$ cat src/rtl/pong_ctrl_pkg.sv
// Shared types and default timing constants for the match sequencer.
package pong_ctrl_pkg;

  typedef enum logic [2:0] {
    ATTRACT    = 3'd0,
    CLEAR      = 3'd1,
    SERVE_WAIT = 3'd2,
    PLAY       = 3'd3,
    POINT      = 3'd4,
    OVER       = 3'd5
  } match_state_t;

  localparam int SRST_CYCLES_DEF  = 4;
  localparam int SERVE_FRAMES_DEF = 60;
  localparam int OVER_FRAMES_DEF  = 180;

  function automatic int max2(input int a, input int b);
    return (a > b) ? a : b;
  endfunction

endpackage

$ cat src/rtl/match_sequencer_if.sv
// Control/status bundle between the match sequencer and the coin, score and ball blocks.
interface match_sequencer_if;
  logic       FRAME_TICK;
  logic       COIN;
  logic       MISS_N;
  logic       L;
  logic       STOP_G;
  logic       SRST;
  logic       SRST_N;
  logic       ATTRACT_N;
  logic       SERVE_HOLD;
  logic       MISS_PULSE;
  logic       MISS_LEFT;
  logic [2:0] STATE;

  modport master (
    output FRAME_TICK, COIN, MISS_N, L, STOP_G,
    input  SRST, SRST_N, ATTRACT_N, SERVE_HOLD, MISS_PULSE, MISS_LEFT, STATE
  );

  modport slave (
    input  FRAME_TICK, COIN, MISS_N, L, STOP_G,
    output SRST, SRST_N, ATTRACT_N, SERVE_HOLD, MISS_PULSE, MISS_LEFT, STATE
  );
endinterface

$ cat src/rtl/frame_counter.sv
// Saturating frame-tick counter; hit flags the tick that completes limit ticks.
module frame_counter #(
  parameter int W = 8
) (
  input  logic         clk,
  input  logic         rst,
  input  logic         clr,
  input  logic         tick,
  input  logic [W-1:0] limit,
  output logic         hit
);
  logic [W-1:0] cnt;

  always_ff @(posedge clk) begin
    if (rst || clr)
      cnt <= '0;
    else if (tick && (cnt != limit))
      cnt <= cnt + W'(1);
  end

  assign hit = tick && (cnt >= (limit - W'(1)));
endmodule

$ cat src/rtl/match_sequencer.sv
// Game-level FSM: coin start, score clear, serve delay, miss handshake, game over.
module match_sequencer
  import pong_ctrl_pkg::*;
#(
  parameter int SRST_CYCLES  = SRST_CYCLES_DEF,
  parameter int SERVE_FRAMES = SERVE_FRAMES_DEF,
  parameter int OVER_FRAMES  = OVER_FRAMES_DEF
) (
  input  logic               CLK_DRV,
  input  logic               RESET,
  match_sequencer_if.slave   bus
);
  localparam int FW = $clog2(max2(SERVE_FRAMES, OVER_FRAMES) + 1);
  localparam int CW = (SRST_CYCLES > 1) ? $clog2(SRST_CYCLES + 1) : 1;

  match_state_t  state, state_nxt;
  logic          coin_q, miss_n_q, coin_rise, miss_fall;
  logic [CW-1:0] clr_cnt;
  logic          fc_clr, fc_hit;
  logic [FW-1:0] fc_limit;
  logic          srst_q, attract_n_q, hold_q, pulse_q, left_q;

  assign coin_rise = bus.COIN & ~coin_q;
  assign miss_fall = ~bus.MISS_N & miss_n_q;

  // One counter serves both SERVE_WAIT and OVER; every state entry restarts it.
  assign fc_clr   = (state_nxt != state);
  assign fc_limit = (state == OVER) ? FW'(OVER_FRAMES) : FW'(SERVE_FRAMES);

  frame_counter #(.W(FW)) u_frame (
    .clk   (CLK_DRV),
    .rst   (RESET),
    .clr   (fc_clr),
    .tick  (bus.FRAME_TICK),
    .limit (fc_limit),
    .hit   (fc_hit)
  );

  always_ff @(posedge CLK_DRV) begin
    if (RESET) state <= ATTRACT;
    else       state <= state_nxt;
  end

  always_comb begin
    state_nxt = state;
    case (state)
      ATTRACT:    if (coin_rise) state_nxt = CLEAR;
      CLEAR:      if (clr_cnt == CW'(SRST_CYCLES - 1)) state_nxt = SERVE_WAIT;
      SERVE_WAIT: if (fc_hit) state_nxt = PLAY;
      PLAY:       if (miss_fall) state_nxt = POINT;
      // STOP_G is only trusted on the exit tick, after its register has settled.
      POINT:      if (bus.MISS_N && bus.FRAME_TICK)
                    state_nxt = bus.STOP_G ? OVER : SERVE_WAIT;
      OVER:       if (coin_rise)   state_nxt = CLEAR;
                  else if (fc_hit) state_nxt = ATTRACT;
      default:    state_nxt = ATTRACT;
    endcase
  end

  // Outputs decode the next state so they change on the same edge as STATE.
  always_ff @(posedge CLK_DRV) begin
    if (RESET) begin
      coin_q      <= 1'b0;
      miss_n_q    <= 1'b1;
      clr_cnt     <= '0;
      srst_q      <= 1'b0;
      attract_n_q <= 1'b0;
      hold_q      <= 1'b0;
      pulse_q     <= 1'b0;
      left_q      <= 1'b0;
    end else begin
      coin_q      <= bus.COIN;
      miss_n_q    <= bus.MISS_N;
      clr_cnt     <= (state == CLEAR && state_nxt == CLEAR) ? clr_cnt + CW'(1) : '0;
      srst_q      <= (state_nxt == CLEAR);
      attract_n_q <= !(state_nxt == ATTRACT || state_nxt == OVER);
      hold_q      <= (state_nxt inside {CLEAR, SERVE_WAIT, POINT, OVER});
      pulse_q     <= (state == PLAY) && miss_fall;
      if ((state == PLAY) && miss_fall) left_q <= bus.L;
    end
  end

  assign bus.SRST       = srst_q;
  assign bus.SRST_N     = ~srst_q;
  assign bus.ATTRACT_N  = attract_n_q;
  assign bus.SERVE_HOLD = hold_q;
  assign bus.MISS_PULSE = pulse_q;
  assign bus.MISS_LEFT  = left_q;
  assign bus.STATE      = state;
endmodule

$ cat src/flat_wrapper.sv
// flat-port wrapper written by rule: the top's interface ports become plain ports
module match_sequencer_flat import pong_ctrl_pkg::*;
#(
  parameter int SRST_CYCLES  = SRST_CYCLES_DEF,
  parameter int SERVE_FRAMES = SERVE_FRAMES_DEF,
  parameter int OVER_FRAMES  = OVER_FRAMES_DEF
)
  (CLK_DRV, RESET, bus_FRAME_TICK, bus_COIN, bus_MISS_N, bus_L, bus_STOP_G, bus_SRST, bus_SRST_N, bus_ATTRACT_N, bus_SERVE_HOLD, bus_MISS_PULSE, bus_MISS_LEFT, bus_STATE);
  match_sequencer_if bus_i ();
  input  logic CLK_DRV;
  input  logic RESET;
  input wire logic [$bits(bus_i.FRAME_TICK)-1:0] bus_FRAME_TICK;
  input wire logic [$bits(bus_i.COIN)-1:0] bus_COIN;
  input wire logic [$bits(bus_i.MISS_N)-1:0] bus_MISS_N;
  input wire logic [$bits(bus_i.L)-1:0] bus_L;
  input wire logic [$bits(bus_i.STOP_G)-1:0] bus_STOP_G;
  output wire logic [$bits(bus_i.SRST)-1:0] bus_SRST;
  output wire logic [$bits(bus_i.SRST_N)-1:0] bus_SRST_N;
  output wire logic [$bits(bus_i.ATTRACT_N)-1:0] bus_ATTRACT_N;
  output wire logic [$bits(bus_i.SERVE_HOLD)-1:0] bus_SERVE_HOLD;
  output wire logic [$bits(bus_i.MISS_PULSE)-1:0] bus_MISS_PULSE;
  output wire logic [$bits(bus_i.MISS_LEFT)-1:0] bus_MISS_LEFT;
  output wire logic [$bits(bus_i.STATE)-1:0] bus_STATE;
  assign bus_i.FRAME_TICK = bus_FRAME_TICK;
  assign bus_i.COIN = bus_COIN;
  assign bus_i.MISS_N = bus_MISS_N;
  assign bus_i.L = bus_L;
  assign bus_i.STOP_G = bus_STOP_G;
  assign bus_SRST = bus_i.SRST;
  assign bus_SRST_N = bus_i.SRST_N;
  assign bus_ATTRACT_N = bus_i.ATTRACT_N;
  assign bus_SERVE_HOLD = bus_i.SERVE_HOLD;
  assign bus_MISS_PULSE = bus_i.MISS_PULSE;
  assign bus_MISS_LEFT = bus_i.MISS_LEFT;
  assign bus_STATE = bus_i.STATE;
  match_sequencer #(.SRST_CYCLES(SRST_CYCLES), .SERVE_FRAMES(SERVE_FRAMES), .OVER_FRAMES(OVER_FRAMES)) u_core (.CLK_DRV(CLK_DRV), .RESET(RESET), .bus(bus_i));
endmodule
$ cat config.mk
export PLATFORM = sky130hd
export DESIGN_NAME = match_sequencer_flat
export DESIGN_NICKNAME = d
export VERILOG_FILES = /design/src/rtl/pong_ctrl_pkg.sv /design/src/rtl/match_sequencer_if.sv /design/src/rtl/frame_counter.sv /design/src/rtl/match_sequencer.sv /design/src/flat_wrapper.sv
export SDC_FILE = /design/constraint.sdc
export NUM_CORES = 1
export LEC_CHECK = 0
export ABC_AREA = 1
export BUFFER_PORTS_ARGS = -buffer_cell sky130_fd_sc_hd__clkbuf_2
export CORE_MARGIN = 3
export CORE_UTILIZATION = 50
export DETAILED_ROUTE_END_ITERATION = 8
export PLACE_DENSITY_LB_ADDON = 0.2
export SYNTH_ARGS = -nofsm -noshare
export SYNTH_HDL_FRONTEND = slang
export SYNTH_SLANG_ARGS = --single-unit
$ cat constraint.sdc
create_clock -name CLK_DRV -period 1.8 [get_ports CLK_DRV]
set_clock_uncertainty 0.1 [all_clocks]
set_input_delay 0.09 -clock CLK_DRV [delete_from_list [all_inputs] [get_ports CLK_DRV]]
set_output_delay 0.09 -clock CLK_DRV [all_outputs]
set_load 0.005 [all_outputs]
==> reports/results.tsv, run 1 <==
stage	metric	value	unit
synthesis	post-synth top area cell	dfxtp_1	
pwr	Sw Pwr	233	uW
flow_run	Max-cap violations	0	
placed_design	Detailed Place HPWL	1.94	mm
synthesis	Synth top area share	37.3	%
final_layout	Antenna diodes	0	
floorplan	die footprint	2860	sq um
critical_path	CP Launch Type	flop	
routing	final WL	2.77	mm
routing	final antenna-violating net count	0	
critical_path	worst-path maximum fanout	8	
outcome	status	finished, violations left	
critical_path	critical path type	reg -> reg	
grt	initial antenna violation count	0	
sta	fmax	506	MHz
final_layout	layout cells sized above 1	36.3	%
clocking	CTS root buffer	clkbuf_4	
critical_path	critical path endpoint category	flop	
floorplan	Die Height	53.5	um
final_layout	Nets	214	
clocking	clock-pin slew on the worst setup and hold paths	0.12	ns
synthesis	Cells after Synth	161	
critical_path	Worst R2R Start	u_core.bus.STATE[1]$_SDFF_PP0_	
placed_design	IO Port Bufs	15	
sta	Worst Tran Pin Value	0.497	ns
final_layout	final instance area	1560	sq um
grt	largest net degree at the start of global routing	12	
pwr	Comb pwr share	17.0	%
routing	detailed-router iteration count before antenna repair	6	
floorplan	Die W	53.5	um
sta	setup slack after layout	-0.174	ns
floorplan	initial core utilization	55.1	%
clocking	Clock Latency Late Sink	0.30	ns
sta	setup tns final	-1.81	ns
final_layout	most frequent cells in the layout	inv_1, nand2_1, nor2_1	
synthesis	Seq/Total Area, Yosys	37.3	%
sta	fin. max-slew vios	0	
final_layout	most common cell after layout, fill and taps aside	inv_1	
worst_hold_path	Hold WC Path Type	in -> reg	
routing	Via Count	1143	
synthesis	Syn Nets	173	
sta	RSZ-0062 raised after global routing	true	
routing	average wire per standard cell	12.1	um
critical_path	Worst R2R End	u_core.u_frame.cnt[6]$_SDFFE_PP0P_	
critical_path	setup slack, reg-to-reg	-0.17	ns
synthesis	top post-synthesis cells by area	dfxtp_1, nand2_1, inv_1	
clocking	Clock Sinks	21	
placed_design	dpl cell area	1340	sq um
floorplan	Placeable Area	2040	sq um
sta	Period Utilization, post-route	110	%
pwr	Internal	628	uW
pwr	sequential power share	56.4	%
synthesis	Avg Cell Area, Syn	6.99	sq um
floorplan	Row Count	16	
critical_path	CP peak stage delay	0.37	ns
grt	vias in the first global route	1007	
outcome	failing checks	negative setup slack	
critical_path	CP cell instances	inv_4, nand3_4, ha_4, nand3_2, nor2_2, nand3_1, nand2_2, nand2_2, nand2_1, nand4_1, nand3_4, nor2_1	
pwr	pwr dens	553	nW/um^2
grt	gr ovfl total	0	
critical_path	CP endpoint	u_core.u_frame.cnt[6]$_SDFFE_PP0P_	
grt	Total GRT Usage	21.1	%
clocking	CTS max path bufs	2	
pwr	Switching Fraction	27.1	%
sta	Final Hold Viols	0	
floorplan	I/O Pins	16	
pwr	Peak VDD IR	555	uV
critical_path	crit path max-delay cell type	dfxtp_4	
synthesis	unique cell type count in the Yosys netlist	20	
pwr	Clk pwr share	26.6	%
grt	first-pass GRT wire length	4.39	mm
sta	minimum clock period	1.97	ns
sta	setup violators final	13	
routing	# DRC	0	
critical_path	CP startpoint	u_core.bus.STATE[1]$_SDFF_PP0_	
synthesis	mapped cell area	1130	sq um
clocking	# H-tree levels	1	
synthesis	YS warnings	0	
routing	number of vias per cell	5.01	
critical_path	WP data required	1.91	ns
sta	Slew headroom	66.6	%
clocking	CTS tree	done	
final_layout	Synth-to-Final Area Change	38.2	%
routing	Starting DRT DRC Count	37	
critical_path	R2R depth	12	
pwr	Static Leak	0.000732	uW
clocking	CTS Buf Count	3	
synthesis	number of synthesized register bits	21	
critical_path	Worst EP arrival	2.09	ns
placed_design	gp weighted congestion	0.992	
metal layers:
layer / wire length (um) / global-route usage [%] / vias up
li1: - / - / 589
met1: 1260 / 28.3 / 515
met2: 1340 / 34.3 / 37
met3: 156 / 3.94 / 2
met4: 12 / 5.11 / 0
met5: 0 / 0 / -
registers in the layout (all words and copies together) (netlist names):
name,count
u_core.bus.ATTRACT_N,1
u_core.bus.MISS_LEFT,1
u_core.bus.MISS_PULSE,1
u_core.bus.SERVE_HOLD,1
u_core.bus.SRST,1
u_core.bus.STATE,3
u_core.clr_cnt,3
u_core.coin_q,1
u_core.miss_n_q,1
u_core.u_frame.cnt,8
worst min path at each step:
stage	start	endpoint	slack, ns	depth (start not counted)
final	bus_STOP_G	u_core.bus.SRST$_SDFF_PP0_	0.15	5
after global routing	bus_STOP_G	u_core.bus.SRST$_SDFF_PP0_	0.18	5
after CTS	bus_FRAME_TICK	u_core.u_frame.cnt[6]$_SDFFE_PP0P_	0.14	5
after detailed placement	bus_COIN	u_core.coin_q$_SDFF_PP0_	0.22	3
after global placement	bus_COIN	u_core.coin_q$_SDFF_PP0_	0.21	3
after floorplan	RESET	u_core.bus.STATE[0]$_SDFF_PP0_	0.05	1
through the flow:
| stage | utilization [%] | hold WS (ns) | instances | power (uW) | setup slack [ns] |
|---|---|---|---|---|---|
| after floorplan | - | 0.0517 | 161 | 567 | -0.0220 |
| after global placement | 65.8 | 0.205 | 211 | 608 | -0.0836 |
| after detailed placement | 65.8 | 0.215 | 211 | 614 | -0.158 |
| after CTS | 73.5 | 0.136 | 226 | 856 | -0.112 |
| after global routing | 76.2 | 0.178 | 228 | 905 | -0.283 |
| final | 76.2 | 0.154 | 228 | 861 | -0.174 |
repair_timing:
item,4_1_cts,5_1_grt
pin swaps,10,12
buffers inserted,6,3
gates resized for setup,8,15
endpoints found under the setup margin,13,13
hold buffers,5,0
hold endpoints to repair,6,0
power by group through the flow:
stage	Combinational (uW)	Clock (uW)	Sequential (uW)
6_report	147	229	486
5_1_grt	162	255	488
4_1_cts	136	234	486
3_5_place_dp	117	0	496
3_3_place_gp	113	0	496
2_1_floorplan	68.6	0	498
cell families (layout without fill, tap and decap cells):
logic type      count (synthesis)  count (layout)  share of synthesized area [%]
mux                             2               2                           2.00
xor+xnor                        5               5                           3.89
fa+ha+maj                       5               5                           5.56
compound gates                 10              10                           4.44
buf+inv                        30              70                           10.0
flops                          21              21                           37.3
simple gates                   88              88                           36.8
worst max-delay path, delay by kind of cell, from the launching register on:
| kind | cells | cell delay [ns] |
|---|---|---|
| buf+inv | 1 | 0.06 |
| fa+ha+maj | 1 | 0.27 |
| simple gates | 10 | 1.07 |
| flops | 1 | 0.37 |
cells in the mapped netlist:
master,n
a21oi_1,7
dfxtp_1,21
ha_1,5
inv_1,28
inv_2,2
mux2_2,2
nand2_1,30
nand2_2,4
nand3_1,11
nand3_2,2
nand3_4,1
nand4_1,6
nor2_1,25
nor3_1,6
nor3_2,1
nor4_1,1
o21ai_0,3
or2_1,1
xnor2_1,1
xor2_1,4
area by class of cell:
class	instances	area (sq um)
clock buffers	4	26.3
fillers	154	485
inverters	30	115
multi-input cells	110	707
flip-flops and latches	21	429
well taps	27	33.8
repair buffers	36	245
Power figures use the tool's default switching activity.
==> run 2, diff against run 1 <==
--- a/config.mk
+++ b/config.mk
@@ -11,6 +11,7 @@
 export CORE_UTILIZATION = 50
 export DETAILED_ROUTE_END_ITERATION = 8
 export PLACE_DENSITY_LB_ADDON = 0.2
+export RECOVER_POWER = 25
 export SYNTH_ARGS = -nofsm -noshare
 export SYNTH_HDL_FRONTEND = slang
 export SYNTH_SLANG_ARGS = --single-unit
==> run 2 against run 1 <==
Against the previous run: the run still ends with negative setup slack left; die area is the same; clock-buffer cell count unchanged; worst hold slack improved by 0.0020 ns; utilization decreased by 0.12 points; sequential cell count is the same; combinational power about the same; fmax is essentially flat.
==> reports/results.tsv, run 2 (synthesis gave the netlist of run 1 again) <==
stage	metric	value	unit
pwr	sequential power share	56.4	%
pwr	Internal	628	uW
outcome	failing checks	negative setup slack	
clocking	CTS tree	done	
routing	detailed-router iteration count before antenna repair	6	
grt	Total GRT Usage	21.1	%
critical_path	worst-path maximum fanout	8	
critical_path	Worst EP arrival	2.09	ns
final_layout	Most flops, register	u_core.u_frame.cnt	
sta	fin. max-slew vios	0	
critical_path	CP Launch Type	flop	
placed_design	gp weighted congestion	0.992	
sta	RSZ-0062 raised after global routing	true	
floorplan	Die W	53.5	um
flow_run	Max-cap violations	0	
final_layout	Synth-to-Final Area Change	38.0	%
sta	Period Utilization, post-route	110	%
grt	largest net degree at the start of global routing	12	
sta	Worst Tran Pin Value	0.497	ns
sta	Slew headroom	66.6	%
floorplan	Row Count	16	
critical_path	critical path type	reg -> reg	
worst_hold_path	Hold WC Path Type	in -> reg	
grt	first-pass GRT wire length	4.39	mm
sta	minimum clock period	1.97	ns
clocking	CTS max path bufs	2	
pwr	Peak VDD IR	555	uV
clocking	Clock Latency Late Sink	0.30	ns
clocking	CTS root buffer	clkbuf_4	
pwr	pwr dens	554	nW/um^2
routing	number of vias per cell	5.00	
floorplan	die footprint	2860	sq um
routing	Starting DRT DRC Count	37	
routing	Via Count	1140	
critical_path	WP data required	1.91	ns
floorplan	Placeable Area	2040	sq um
final_layout	most common cell after layout, fill and taps aside	inv_1	
routing	final WL	2.77	mm
placed_design	pre-CTS setup slack	-0.158	ns
floorplan	I/O Pins	16	
grt	gr ovfl total	0	
final_layout	most frequent cells in the layout	inv_1, nand2_1, nor2_1	
clocking	CTS Buf Count	3	
final_layout	layout cells sized above 1	35.3	%
final_layout	Antenna diodes	0	
final_layout	Nets	214	
clocking	# H-tree levels	1	
grt	initial antenna violation count	0	
pwr	Comb pwr share	17.0	%
floorplan	initial core utilization	55.1	%
clocking	clock-pin slew on the worst setup and hold paths	0.12	ns
pwr	Static Leak	0.000725	uW
sta	fmax	506	MHz
routing	average wire per standard cell	12.1	um
sta	setup violators final	13	
floorplan	Die Height	53.5	um
sta	Final Hold Viols	0	
sta	setup slack after layout	-0.175	ns
pwr	Clk pwr share	26.6	%
placed_design	IO Port Bufs	15	
critical_path	critical path endpoint category	flop	
grt	vias in the first global route	1007	
routing	final antenna-violating net count	0	
outcome	status	finished, violations left	
placed_design	Detailed Place HPWL	1.94	mm
pwr	Switching Fraction	27.1	%
final_layout	Util after Layout	76.1	%
clocking	Clock Sinks	21	
routing	# DRC	0	
pwr	Sw Pwr	233	uW
final_layout	Largest register FFs	8	
-- run 2: final timing paths --
| path | from | end | slack (ns) | cells past startpoint |
|---|---|---|---|---|
| hold reg to reg | u_core.clr_cnt[0]$_SDFF_PP0_ | u_core.clr_cnt[0]$_SDFF_PP0_ | 0.34 | 1 |
| setup / recovery | u_core.bus.STATE[1]$_SDFF_PP0_ | u_core.u_frame.cnt[6]$_SDFFE_PP0P_ | -0.17 | 12 |
| setup reg to reg | u_core.bus.STATE[1]$_SDFF_PP0_ | u_core.u_frame.cnt[6]$_SDFFE_PP0P_ | -0.17 | 12 |
| hold / removal | bus_STOP_G | u_core.bus.SRST$_SDFF_PP0_ | 0.16 | 5 |
-- run 2: through the flow --
stage,hold slack (ns),std cells,area (sq um),power (uW),setup TNS (ns)
after floorplan,0.0517,161,1170,567,-0.176
after global placement,0.205,211,1340,608,-0.460
after detailed placement,0.215,211,1340,614,-1.32
after CTS,0.136,226,1500,856,-0.863
after global routing,0.178,228,1550,905,-3.11
final,0.156,228,1550,861,-1.80
-- run 2: worst max-delay path, cell delays in order, from the launching register on --
cell,delay (ns)
dfxtp_4,0.37
inv_4,0.06
nand3_4,0.06
ha_4,0.27
nand3_2,0.08
nor2_2,0.14
nand3_1,0.09
nand2_2,0.09
nand2_2,0.06
nand2_1,0.12
nand4_1,0.17
nand3_4,0.20
nor2_1,0.06
-- run 2: metal layers --
layer | wire [um] | GRT usage [%] | up-vias
met1 | 1250 | 28.3 | 511
met2 | 1340 | 34.3 | 38
met4 | 12 | 5.11 | 0
met5 | 0 | 0 | -
met3 | 163 | 3.94 | 2
li1 | - | - | 589
-- run 2: timing repair --
item	in CTS	in global routing
endpoints found under the setup margin	13	13
endpoints found under the hold margin	6	0
setup buffers	6	3
resized for setup	8	15
hold buffers	5	0
pin swaps	10	12
-- run 2: layout make-up --
| class | instances | area, sq um |
|---|---|---|
| clock buffers | 4 | 26.3 |
| fillers | 155 | 488 |
| inverters | 30 | 115 |
| multi-input cells | 110 | 707 |
| flip-flops and latches | 21 | 429 |
| well taps | 27 | 33.8 |
| repair buffers | 36 | 243 |
-- run 2: power groups by stage --
stage                     combinational, uW  clock [uW]  sequential, uW
final                                   146         229             486
after global routing                    162         255             488
after CTS                               136         234             486
after detailed placement                117           0             496
after global placement                  113           0             496
after floorplan                        68.6           0             498
==> run 3, diff against run 2 <==
--- a/config.mk
+++ b/config.mk
@@ -5,8 +5,8 @@
 export SDC_FILE = /design/constraint.sdc
 export NUM_CORES = 1
 export LEC_CHECK = 0
-export ABC_AREA = 1
 export BUFFER_PORTS_ARGS = -buffer_cell sky130_fd_sc_hd__clkbuf_2
+export CORE_ASPECT_RATIO = 1.75
 export CORE_MARGIN = 3
 export CORE_UTILIZATION = 50
 export DETAILED_ROUTE_END_ITERATION = 8
==> run 3 against run 2 <==
Against the previous run: the run still ends with negative setup slack left; total power increased by 1.3%; routed wire length rose by 7.0%; first-iteration DRC count down 65%; die area increased by 2.4%; sequential share of layout area fell by 1.4 points; cell count is 13% lower; synthesized cell count shrank 18%; worst hold slack worse by 0.070 ns; utilization fell by 0.93 points; critical path depth is 4 lower; sequential power is essentially flat; largest power group unchanged.
==> reports/results.tsv, run 3 <==
stage	metric	value	unit
final_layout	Largest register FFs	8	
final_layout	most frequent cells in the layout	buf_4, dfxtp_1, clkbuf_2	
sta	fmax	455	MHz
clocking	CTS root buffer	clkbuf_4	
critical_path	Worst EP arrival	2.34	ns
sta	Worst Tran Pin Value	0.479	ns
grt	largest net degree at the start of global routing	14	
sta	Period Utilization, post-route	122	%
outcome	status	finished, violations left	
grt	vias in the first global route	1219	
synthesis	Seq/Total Area, Yosys	36.7	%
routing	number of vias per cell	5.75	
synthesis	most frequent cell after synthesis	dfxtp_1	
critical_path	WP data required	1.95	ns
synthesis	top post-synthesis cells by area	dfxtp_1, ha_1, nor3_1	
grt	initial antenna violation count	0	
sta	Slew headroom	67.7	%
critical_path	critical path endpoint category	flop	
floorplan	Die Height	69.3	um
synthesis	Synth Flop Type	dfxtp_1	
routing	Starting DRT DRC Count	13	
synthesis	Syn Nets	144	
synthesis	post-synth top area cell	dfxtp_1	
routing	final WL	2.96	mm
sta	minimum clock period	2.20	ns
synthesis	number of synthesized flops with an enable pin	0	
final_layout	Filler cells	173	
outcome	failing checks	negative setup slack	
clocking	Clock Latency Late Sink	0.31	ns
placed_design	placed insts	188	
worst_hold_path	Hold WC Path Type	in -> reg	
routing	detailed-router iteration count before antenna repair	6	
synthesis	Synth top area share	36.7	%
pwr	pwr dens	541	nW/um^2
placed_design	gp weighted congestion	0.863	
synthesis	Async S/R FF share, synth	0	%
pwr	Static Leak	0.000655	uW
clocking	CTS max path bufs	2	
routing	final antenna-violating net count	0	
synthesis	YS warnings	0	
floorplan	Placeable Area	2150	sq um
sta	Final Hold Viols	0	
sta	RSZ-0062 raised after global routing	true	
floorplan	Die W	42.2	um
clocking	Clock Sinks	21	
synthesis	mapped cell area	1150	sq um
placed_design	Detailed Place HPWL	2.24	mm
floorplan	I/O Pins	16	
final_layout	Final Non-Filler Cells	199	
final_layout	layout cells sized above 1	41.1	%
routing	average wire per standard cell	14.9	um
synthesis	unique cell type count in the Yosys netlist	44	
synthesis	synth cell count leaders	dfxtp_1, nor3_1, nor2_1	
flow_run	Max-cap violations	0	
placed_design	IO Port Bufs	15	
final_layout	Synth-to-Final Area Change	40.8	%
final_layout	Antenna diodes	0	
grt	first-pass GRT wire length	4.97	mm
clocking	CTS tree	done	
final_layout	most common cell after layout, fill and taps aside	buf_4	
final_layout	Nets	188	
floorplan	Row Count	22	
grt	Total GRT Usage	21.5	%
sta	fin. max-slew vios	0	
sta	setup violators final	16	
routing	# DRC	0	
pwr	Peak VDD IR	397	uV
pwr	Total Power	873	uW
routing	Via Count	1145	
clocking	clock-pin slew on the worst setup and hold paths	0.12	ns
clocking	CTS Buf Count	3	
critical_path	worst-path maximum fanout	8	
synthesis	number of synthesized register bits	21	
floorplan	die footprint	2930	sq um
critical_path	CP Launch Type	flop	
synthesis	Cells after Synth	132	
synthesis	Avg Cell Area, Syn	8.68	sq um
floorplan	initial core utilization	53.4	%
clocking	# H-tree levels	1	
grt	gr ovfl total	0	
critical_path	critical path type	reg -> reg	
final_layout	Most flops, register	u_core.u_frame.cnt	
sta	setup slack after layout	-0.397	ns
-- run 3: routing by layer --
layer,global-route usage [%],wire (um)
met5,0,0
met4,14.2,124
met3,2.34,81
met2,40.9,1710
met1,20.0,1040
-- run 3: power by group --
| part | switching [uW] | internal [uW] |
|---|---|---|
| Sequential | 6.62 | 480 |
| Combinational | 85.4 | 66.8 |
| Clock | 151 | 83.2 |
| Total | 243 | 630 |
-- run 3: logic make-up after synthesis --
kind of cell | share of synthesized area, %
AOI/OAI and AO/OA | 14.4
xor gates and xnor gates | 6.11
adders and majority gates | 5.46
buffers and inverters | 4.91
DFF | 36.7
muxes | 1.75
and+or+nand+nor | 30.7
-- run 3: what timing repair did --
item	CTS	global route
pin swaps	9	2
endpoints found under the hold margin	3	0
setup buffers	2	3
gates resized for setup	12	12
hold buffers	3	0
setup endpoints to repair	16	16
-- run 3: cell type report --
type	instances	area (sq um)	area share (%)
clock buffers	3	22.5	1.40
clock inverters	1	5.00	0.310
inverters	7	26.3	1.63
multi-input cells	99	806	49.9
flip-flops and latches	21	423	26.2
well taps	24	30.0	1.86
repair buffers	44	302	18.7
-- run 3: final timing paths --
path	start	slack [ns]	end	depth (start not counted)
max	u_core.bus.STATE[1]$_SDFF_PP0_	-0.40	u_core.u_frame.cnt[3]$_SDFFE_PP0P_	8
min	RESET	0.09	u_core.bus.STATE[2]$_SDFF_PP0_	3
max reg2reg	u_core.bus.STATE[1]$_SDFF_PP0_	-0.40	u_core.u_frame.cnt[3]$_SDFFE_PP0P_	8
min reg2reg	u_core.bus.MISS_LEFT$_SDFFE_PP0P_	0.42	u_core.bus.MISS_LEFT$_SDFFE_PP0P_	2
-- run 3: stage by stage --
stage                     TNS, ns  worst slack, ns  hold WS, ns  instance area [sq um]  util [%]
after floorplan             -5.68           -0.440       0.0616                   1200         -
after global placement      -4.36           -0.349        0.219                   1430      66.7
after detailed placement    -5.08           -0.396        0.234                   1430      66.7
after CTS                   -4.96           -0.369       0.0803                   1550      72.4
after global routing        -6.78           -0.476       0.0926                   1610      75.2
final                       -5.27           -0.397       0.0858                   1610      75.2
-- run 3: worst max-delay path, stage by stage (launching register included) --
cell      delay (ns)
dfxtp_2         0.34
and3b_2         0.25
inv_2           0.05
ha_4            0.23
a21o_1          0.19
a211oi_2        0.23
a21oi_1         0.10
a2111o_2        0.47
nor3_1          0.16
